==> config.mk <==
export PLATFORM = sky130hd
export DESIGN_NAME = conv_channel_seq
export DESIGN_NICKNAME = d
export VERILOG_FILES = /design/src/rtl/conv_channel_seq.sv
export SDC_FILE = /design/constraint.sdc
export NUM_CORES = 1
export LEC_CHECK = 0
export ABC_AREA = 1
export BUFFER_PORTS_ARGS = -buffer_cell sky130_fd_sc_hd__clkbuf_2
export CAP_MARGIN = 20
export CORE_MARGIN = 3
export CORE_UTILIZATION = 60
export DETAILED_ROUTE_END_ITERATION = 12
export PLACE_DENSITY = 0.8
export SETUP_SLACK_MARGIN = 0.02
export SYNTH_ARGS = -nofsm -noshare
export SYNTH_HDL_FRONTEND = slang
export SYNTH_SLANG_ARGS = --single-unit
export TNS_END_PERCENT = 100
==> constraint.sdc <==
create_clock -name Clk -period 5.62 [get_ports Clk]
set_input_delay 0.562 -clock Clk [delete_from_list [all_inputs] [get_ports Clk]]
set_output_delay 0.562 -clock Clk [all_outputs]
set_load 0.01 [all_outputs]
==> src/rtl/conv_channel_seq.sv <==
// Job sequencer for one ConvChannel: clear, weight load, settle gap, pixel stream, result drain.
// Upstream weight/pixel strobes are gated so ConvChannel only sees beats in the matching phase.
module conv_channel_seq #(
  parameter int unsigned KernelSize   = 9,
  parameter int unsigned ClrCycles    = 2,
  parameter int unsigned GapCycles    = 4,
  parameter int unsigned DrainTimeout = 255
) (
  input  logic       Clk,
  input  logic       Rst,
  input  logic       job_valid,
  output logic       job_ready,
  input  logic [8:0] job_row,
  input  logic [8:0] job_col,
  input  logic       w_valid,
  output logic       w_ready,
  input  logic       d_valid,
  output logic       d_ready,
  output logic       conv_rst,
  output logic [8:0] conv_row,
  output logic [8:0] conv_col,
  output logic       conv_weight_valid,
  output logic       conv_data_valid,
  input  logic       conv_result_ready,
  output logic       busy,
  output logic       done,
  output logic       err
);

  localparam int unsigned DimW  = 9;
  localparam int unsigned NpixW = 18;
  localparam int unsigned WcntW = $clog2(KernelSize + 1);
  localparam int unsigned PhMax = (ClrCycles > GapCycles) ? ClrCycles : GapCycles;
  localparam int unsigned PhW   = $clog2(PhMax + 1);
  localparam int unsigned TmrW  = $clog2(DrainTimeout + 1);

  localparam logic [2:0] S_IDLE  = 3'd0;
  localparam logic [2:0] S_CLEAR = 3'd1;
  localparam logic [2:0] S_WLOAD = 3'd2;
  localparam logic [2:0] S_GAP   = 3'd3;
  localparam logic [2:0] S_DATA  = 3'd4;
  localparam logic [2:0] S_DRAIN = 3'd5;
  localparam logic [2:0] S_DONE  = 3'd6;

  logic [2:0]       state_q, state_d;
  logic [WcntW-1:0] wcnt_q, wcnt_d;
  logic [NpixW-1:0] pcnt_q, pcnt_d;
  logic [NpixW-1:0] rcnt_q, rcnt_d;
  logic [NpixW-1:0] npix_q, npix_d;
  logic [PhW-1:0]   ph_q, ph_d;
  logic [TmrW-1:0]  timer_q, timer_d;
  logic [DimW-1:0]  row_q, row_d;
  logic [DimW-1:0]  col_q, col_d;
  logic             err_q, err_d;

  logic             res_hit;
  logic [NpixW-1:0] rcnt_inc;

  // Results are only meaningful while pixels are in flight or draining.
  assign res_hit  = ((state_q == S_DATA) || (state_q == S_DRAIN)) && conv_result_ready;
  assign rcnt_inc = rcnt_q + NpixW'(res_hit);

  // Phase decode; valids pass straight through only in their own phase.
  assign job_ready         = (state_q == S_IDLE);
  assign busy              = (state_q != S_IDLE);
  assign done              = (state_q == S_DONE);
  assign err               = (state_q == S_DONE) && err_q;
  assign conv_rst          = Rst || (state_q == S_CLEAR);
  assign w_ready           = (state_q == S_WLOAD);
  assign d_ready           = (state_q == S_DATA);
  assign conv_weight_valid = w_ready && w_valid;
  assign conv_data_valid   = d_ready && d_valid;
  assign conv_row          = row_q;
  assign conv_col          = col_q;

  always_ff @(posedge Clk or posedge Rst) begin
    if (Rst) begin
      state_q <= S_IDLE;
      wcnt_q  <= '0;
      pcnt_q  <= '0;
      rcnt_q  <= '0;
      npix_q  <= '0;
      ph_q    <= '0;
      timer_q <= '0;
      row_q   <= '0;
      col_q   <= '0;
      err_q   <= 1'b0;
    end else begin
      state_q <= state_d;
      wcnt_q  <= wcnt_d;
      pcnt_q  <= pcnt_d;
      rcnt_q  <= rcnt_d;
      npix_q  <= npix_d;
      ph_q    <= ph_d;
      timer_q <= timer_d;
      row_q   <= row_d;
      col_q   <= col_d;
      err_q   <= err_d;
    end
  end

  // Next-state and counter logic; the drain timer only runs while waiting in DRAIN.
  always_comb begin
    state_d = state_q;
    wcnt_d  = wcnt_q;
    pcnt_d  = pcnt_q;
    rcnt_d  = rcnt_q;
    npix_d  = npix_q;
    ph_d    = ph_q;
    timer_d = '0;
    row_d   = row_q;
    col_d   = col_q;
    err_d   = err_q;

    if (res_hit) rcnt_d = rcnt_inc;

    case (state_q)
      S_IDLE: begin
        if (job_valid) begin
          row_d  = job_row;
          col_d  = job_col;
          npix_d = NpixW'(job_row) * NpixW'(job_col);
          wcnt_d = '0;
          pcnt_d = '0;
          rcnt_d = '0;
          ph_d   = '0;
          if ((job_row == '0) || (job_col == '0)) begin
            err_d   = 1'b1;
            state_d = S_DONE;
          end else begin
            err_d   = 1'b0;
            state_d = S_CLEAR;
          end
        end
      end
      S_CLEAR: begin
        if (ph_q == PhW'(ClrCycles - 1)) begin
          ph_d    = '0;
          state_d = S_WLOAD;
        end else begin
          ph_d = ph_q + PhW'(1);
        end
      end
      S_WLOAD: begin
        if (w_valid) begin
          wcnt_d = wcnt_q + WcntW'(1);
          if (wcnt_q == WcntW'(KernelSize - 1)) state_d = S_GAP;
        end
      end
      S_GAP: begin
        if (ph_q == PhW'(GapCycles - 1)) begin
          ph_d    = '0;
          state_d = S_DATA;
        end else begin
          ph_d = ph_q + PhW'(1);
        end
      end
      S_DATA: begin
        if (d_valid) begin
          pcnt_d = pcnt_q + NpixW'(1);
          if (pcnt_q == npix_q - NpixW'(1)) state_d = S_DRAIN;
        end
      end
      S_DRAIN: begin
        if (rcnt_inc >= npix_q) begin
          state_d = S_DONE;
        end else if (!res_hit) begin
          timer_d = timer_q + TmrW'(1);
          if (timer_d == TmrW'(DrainTimeout)) begin
            state_d = S_DONE;
            err_d   = 1'b1;
          end
        end
      end
      S_DONE: begin
        err_d   = 1'b0;
        state_d = S_IDLE;
      end
      default: state_d = S_IDLE;
    endcase
  end

endmodule

# Word-level counts from Yosys, hierarchy flattened
# Index checks and enable logic that the tools add are counted.
[totals] word_cells=96 in_bits=24 regBits=91 out_inout_bits=27
[classes] muxes=34 n_reduce_logical=21 n_lt_le_gt_ge=1 multipliers=1 n_eq_ne=23 add_sub_neg=6
[op_table] operator="$mux 18" count=5
[op_table] operator="$mux 3" count=14
[op_table] operator="$pmux 18 s2" count=1
[op_table] operator="$mux 8" count=3
[op_table] operator="$add 18x1->18" count=1
[op_table] operator="$add 18x1->18 const B" count=1
[op_table] operator="$eq 18x18->1" count=1
[op_table] operator="$ge 18x18->1" count=1
[op_table] operator="$logic_not 9->1" count=2
[op_table] operator="$mul 9x9->18" count=1
[op_table] operator="$pmux 3 s6" count=1
[op_table] operator="$sub 18x1->18 const B" count=1
[op_table] operator="$ne 2x2->1 const B" count=6
[op_table] operator="$eq 3x2->1 const B" count=3
[op_table] operator="$eq 3x3->1 const B" count=3
[op_table] operator="$pmux 3 s3" count=1
[op_table] operator="$reduce_and 9->1" count=1
[op_table] operator="$reduce_bool 3->1" count=3
[op_table] operator="$add 8x1->8 const B" count=1
[op_table] operator="$eq 8x8->1 const B" count=1
[op_table] operator="$mux 4" count=2
[op_table] operator="$ne 2x1->1 const B" count=4
[op_table] operator="$pmux 4 s2" count=1
[op_table] operator="$eq 3x1->1 const B" count=2
[op_table] operator="14 further kinds" count=26

# Longest topological paths before layout
[logic_depth] word_depth=7 depth_mapped=34 mapped_depth_nobuf=32

# Worst setup path after synthesis
# No wires, ideal clock.
[synth_path] path_type="in2reg" start="input port job_row[3]" end="register npix_q[16]" path_buffers=1 path_slack_ns=1.120 path_stages=19 t_required_ns=5.502 arrival_ns=4.382 path_cell_list="clkbuf_1 nand2_1 fa_1 inv_1 fa_1 inv_1 fa_1 fa_1 inv_1 ha_1 a21o_1 a21boi_0 nand3_1 nand2_1 inv_1 o21ai_0 nand3_1 nand3_1 nand2_1"
[synth_via] elab_chain_len=1
[synth_rtl] item="start: declaration" line="13" text="input logic [8:0] job_row,"
[synth_rtl] item="$mul 9x9->18" line="122" text="npix_d = NpixW'(job_row) * NpixW'(job_col);"
[synth_rtl] item="end signal: assignment" line="93" text="npix_q <= npix_d;"
[synth_rtl] item="end: declaration" line="49" text="logic [NpixW-1:0] npix_q, npix_d;"
# Every way passes these cells.
# A chain may end at the register's enable or synchronous reset.

# Worst setup path after layout
[layout_path] start="register state_q[1]" end="register timer_q[5]"
[layout_via] elab_chain_len=7
[layout_rtl] item="start: declaration" line="45" text="logic [2:0] state_q, state_d;"
[layout_rtl] item="start signal: assignment" line="89" text="state_q <= state_d;"
[layout_rtl] item="$eq 3x3->1 (on tied branches)" line="60, 117"
[layout_rtl] item="$logic_or 1x1->1" line="60" text="assign res_hit = ((state_q == S_DATA) || (state_q == S_DRAIN)) && conv_result_ready;"
[layout_rtl] item="$logic_and 1x1->1" line="60"
[layout_rtl] item="$add 18x1->18" line="61" text="assign rcnt_inc = rcnt_q + NpixW'(res_hit);"
[layout_rtl] item="$ge 18x18->1" line="165" text="if (rcnt_inc >= npix_q) begin"
[layout_rtl] item="$mux 8" line="165"
[layout_rtl] item="$mux 8 (*)" line="117" text="case (state_q)"
[layout_rtl] item="named net timer_d[5]" line="51" text="logic [TmrW-1:0] timer_q, timer_d;"
[layout_rtl] item="end signal: assignment" line="95" text="timer_q <= timer_d;"
[layout_rtl] item="end: declaration" line="51"
# The timed path passes the listed nets; every way through them passes the cells marked *.

==> reports/summary.txt <==
Status - finished, final reports clean
Most frequent CP cell - nor2_1
Post-Route Skew - 9.268 ps
Cells after Synth - 1191
Inst Count DP - 1389
RSZ-0062 raised after global routing - false
I/O pins - 51
Area fraction of the dominant cell type after synthesis - 26.92%
Post-route insts no fill - 1404
Drt wl/cell - 13.78 um
Relative slew slack - 44.02%
Diode count - 0
Vias per std cell - 5.282
Core area - 0.01351 mm2
Share of cells above drive strength 1 - 7.573%
Post-CTS setup buffer count - 0
Synth warn - 0
Multi-input combinational cell area - 0.005124 mm2
Via count - 7416
Root buf cell - clkbuf_16
Die area - 0.01556 mm2
Pre-CTS setup slack - 912.6 ps
Fin util - 67.57%
Critical Path AT - 4870 ps
Filler instances - 1181
VDD IR-drop max - 0.0002330 V
FF/Latch Area - 0.002277 mm2
Register area share after synthesis - 26.92%
Lkg Pwr - 5.078 nW
DR pass1 iterations - 5
Worst-margin pin slew - 839.7 ps
Clock tree buffer depth - 2
Starting Density - 62.64%
Hold_buf cts - 0
Final global-route overflow total - 0
Synth Cell Area - 0.008459 mm2
Row Count - 42
Worst R2R Setup Slack - 1020 ps
Synthesized flop and latch total - 91
Worst setup path category - reg2reg
TritonCTS Buffers - 9
Worst r2r src - state_q[1]$_DFFE_PP0P_
Synth unique cells - 40
Min Tclk post-route - 4596 ps
WP data required - 5890 ps
Reg2reg path depth - 29
Clk sink count - 91
Synthesized Nets - 1333
Synth top area cells - dfrtp_1 27%, nand2_1 14%, fa_1 12%
Adder-Cell Fraction of Synth Area - 21.89%
Compound-gate portion of the synthesized area - 8.268%
Pwr Total - 0.003873 W
Post-route ant nets - 0
FMAX - 217.6 MHz
Initial antenna violation count - 0
Fin worst setup slack - 1024 ps
Critical Path Fanout Max - 8
Die Wd - 124.7 um
Final hold vios - 0
Synth area leader - dfrtp_1
Post-Route Setup TNS - 0 ps
H-tree depth - 3
Post-Route WL - 19350 um
Final Max Tran Viols - 0
Routability congestion estimate - 0.8926
Hold/Removal Path Class - in2async
Crit start category - flop
MaxCap Viol Count - 0
Avg Cell Area, Syn - 7.103 um2
Die H - 124.7 um
Largest net degree at the start of global routing - 71
DPL Wire Length - 15350 um
DR DRC count - 0
Vias in the first global route - 7259
1st-iter DRT viols - 537
TritonCTS clock tree - built
Reg-to-reg critical path endpoint - timer_q[5]$_DFF_PP0_
PostCTS Resize Cnt - 0
Simple-gate share of the synthesized area - 27.30%
Part of the cycle the worst path needs - 81.78%
First-pass GRT wire length - 33140 um
Mux cell area share after synthesis - 0%
Largest family of logic cells by synthesized area - simple AND/OR/NAND/NOR gates
P per Cell Area - 424.4 mW/mm2
# nets final - 1366
Clk slew on worst S/H paths - 70 ps
Crit-path slowest cell - dfrtp_1
Worst Setup End Kind - flop
CP peak stage delay - 470 ps
Setup violators final - 0
Worst-skew pair later-pin latency - 350 ps
Synth-to-layout area growth - 7.869%
Gr usage total - 25.51%
PortBufs - 50
XOR/XNOR Fraction of Synth Area - 3.106%
[cell families (layout without fill, tap and decap cells)]
family,Yosys count,after routing
XOR/XNOR,30,30
adder cells (fa/ha/maj),118,118
buffers and inverters,280,317
flip-flops,91,91
AND/OR/NAND/NOR,543,543
AO/OA/AOI/OAI,129,129
[cell usage in the layout, fill, tap and decap left out, drive strengths merged, types with 5 or more instances in the layout]
cell    synthesis  layout
a21oi          43      43
clkbuf         26      59
dfrtp          91      91
fa             50      50
ha             68      68
inv           248     248
nand2         311     311
nand3          59      59
nand3b          9       9
nand4          13      13
nor2          122     122
nor3           19      19
nor4            5       5
o21ai          67      67
xnor2          10      10
xor2           20      20
[metal layers]
layer / GRT usage [%] / up-vias / wire length, um
met5: 0 / - / 0
met4: 6.834 / 0 / 352
met3: 3.945 / 34 / 948
met2: 44.50 / 193 / 9666
met1: 33.08 / 3455 / 8379
li1: - / 3734 / -
[registers in the layout, indices dropped and copies added (netlist names)]
name / cells
conv_col: 9
conv_row: 9
err_q: 1
npix_q: 18
pcnt_q: 18
ph_q: 3
rcnt_q: 18
state_q: 3
timer_q: 8
wcnt_q: 4
[cell type report]
class / count / area share [%]
clock inverter: 6 / 0.7267
multi-input combinational: 820 / 56.15
clock buffer: 9 / 2.468
inverter: 248 / 10.22
sequential: 91 / 24.96
timing repair buffer: 54 / 3.071
tap: 176 / 2.413
[how the worst max path moves through the flow]
stage	start	to	slack, ps	depth (start not counted)
after CTS	state_q[1]$_DFFE_PP0P_	timer_q[5]$_DFF_PP0_	1060	29
after global routing	state_q[1]$_DFFE_PP0P_	timer_q[6]$_DFF_PP0_	590	29
after floorplan	job_row[3]	npix_q[16]$_DFFE_PP0P_	1120	19
final	state_q[1]$_DFFE_PP0P_	timer_q[5]$_DFF_PP0_	1020	29
after global placement	job_row[1]	npix_q[12]$_DFFE_PP0P_	1030	19
after detailed placement	job_row[6]	npix_q[13]$_DFFE_PP0P_	910	16
[critical path: cells and delay by family, from the launching register on]
family	cells	cell delay, ps
AND/OR/NAND/NOR	17	2400
adder cells (fa/ha/maj)	3	810
AO/OA/AOI/OAI	1	180
flip-flops	1	470
buffers and inverters	7	470
XOR/XNOR	1	190
[power by group]
group	internal (W)	switching, W
clock	0.000343	0.000267
combinational	0.000814	0.00139
sequential	0.000857	0.000203
[Yosys cell counts (all sizes together)]
cell	count
nand2	311
inv	248
nor2	122
dfrtp	91
ha	68
o21ai	67
nand3	59
fa	50
a21oi	43
clkbuf	26
xor2	20
nor3	19
nand4	13
xnor2	10
nand3b	9
buf	6
nor4	5
o31ai	4
or2	4
a21boi	3
a21o	3
o21bai	3
o21a	2
and3	1
o221ai	1
o22ai	1
o32ai	1
o41ai	1
[per-stage QoR]
stage	area, um2	hold WS [ps]
floorplan	8459	453.0
global placement	8833	457.7
detailed placement	8833	464.4
CTS	9125	189.8
global route	9125	221.7
finish	9125	185.9
(Power assumes the default switching activity.)
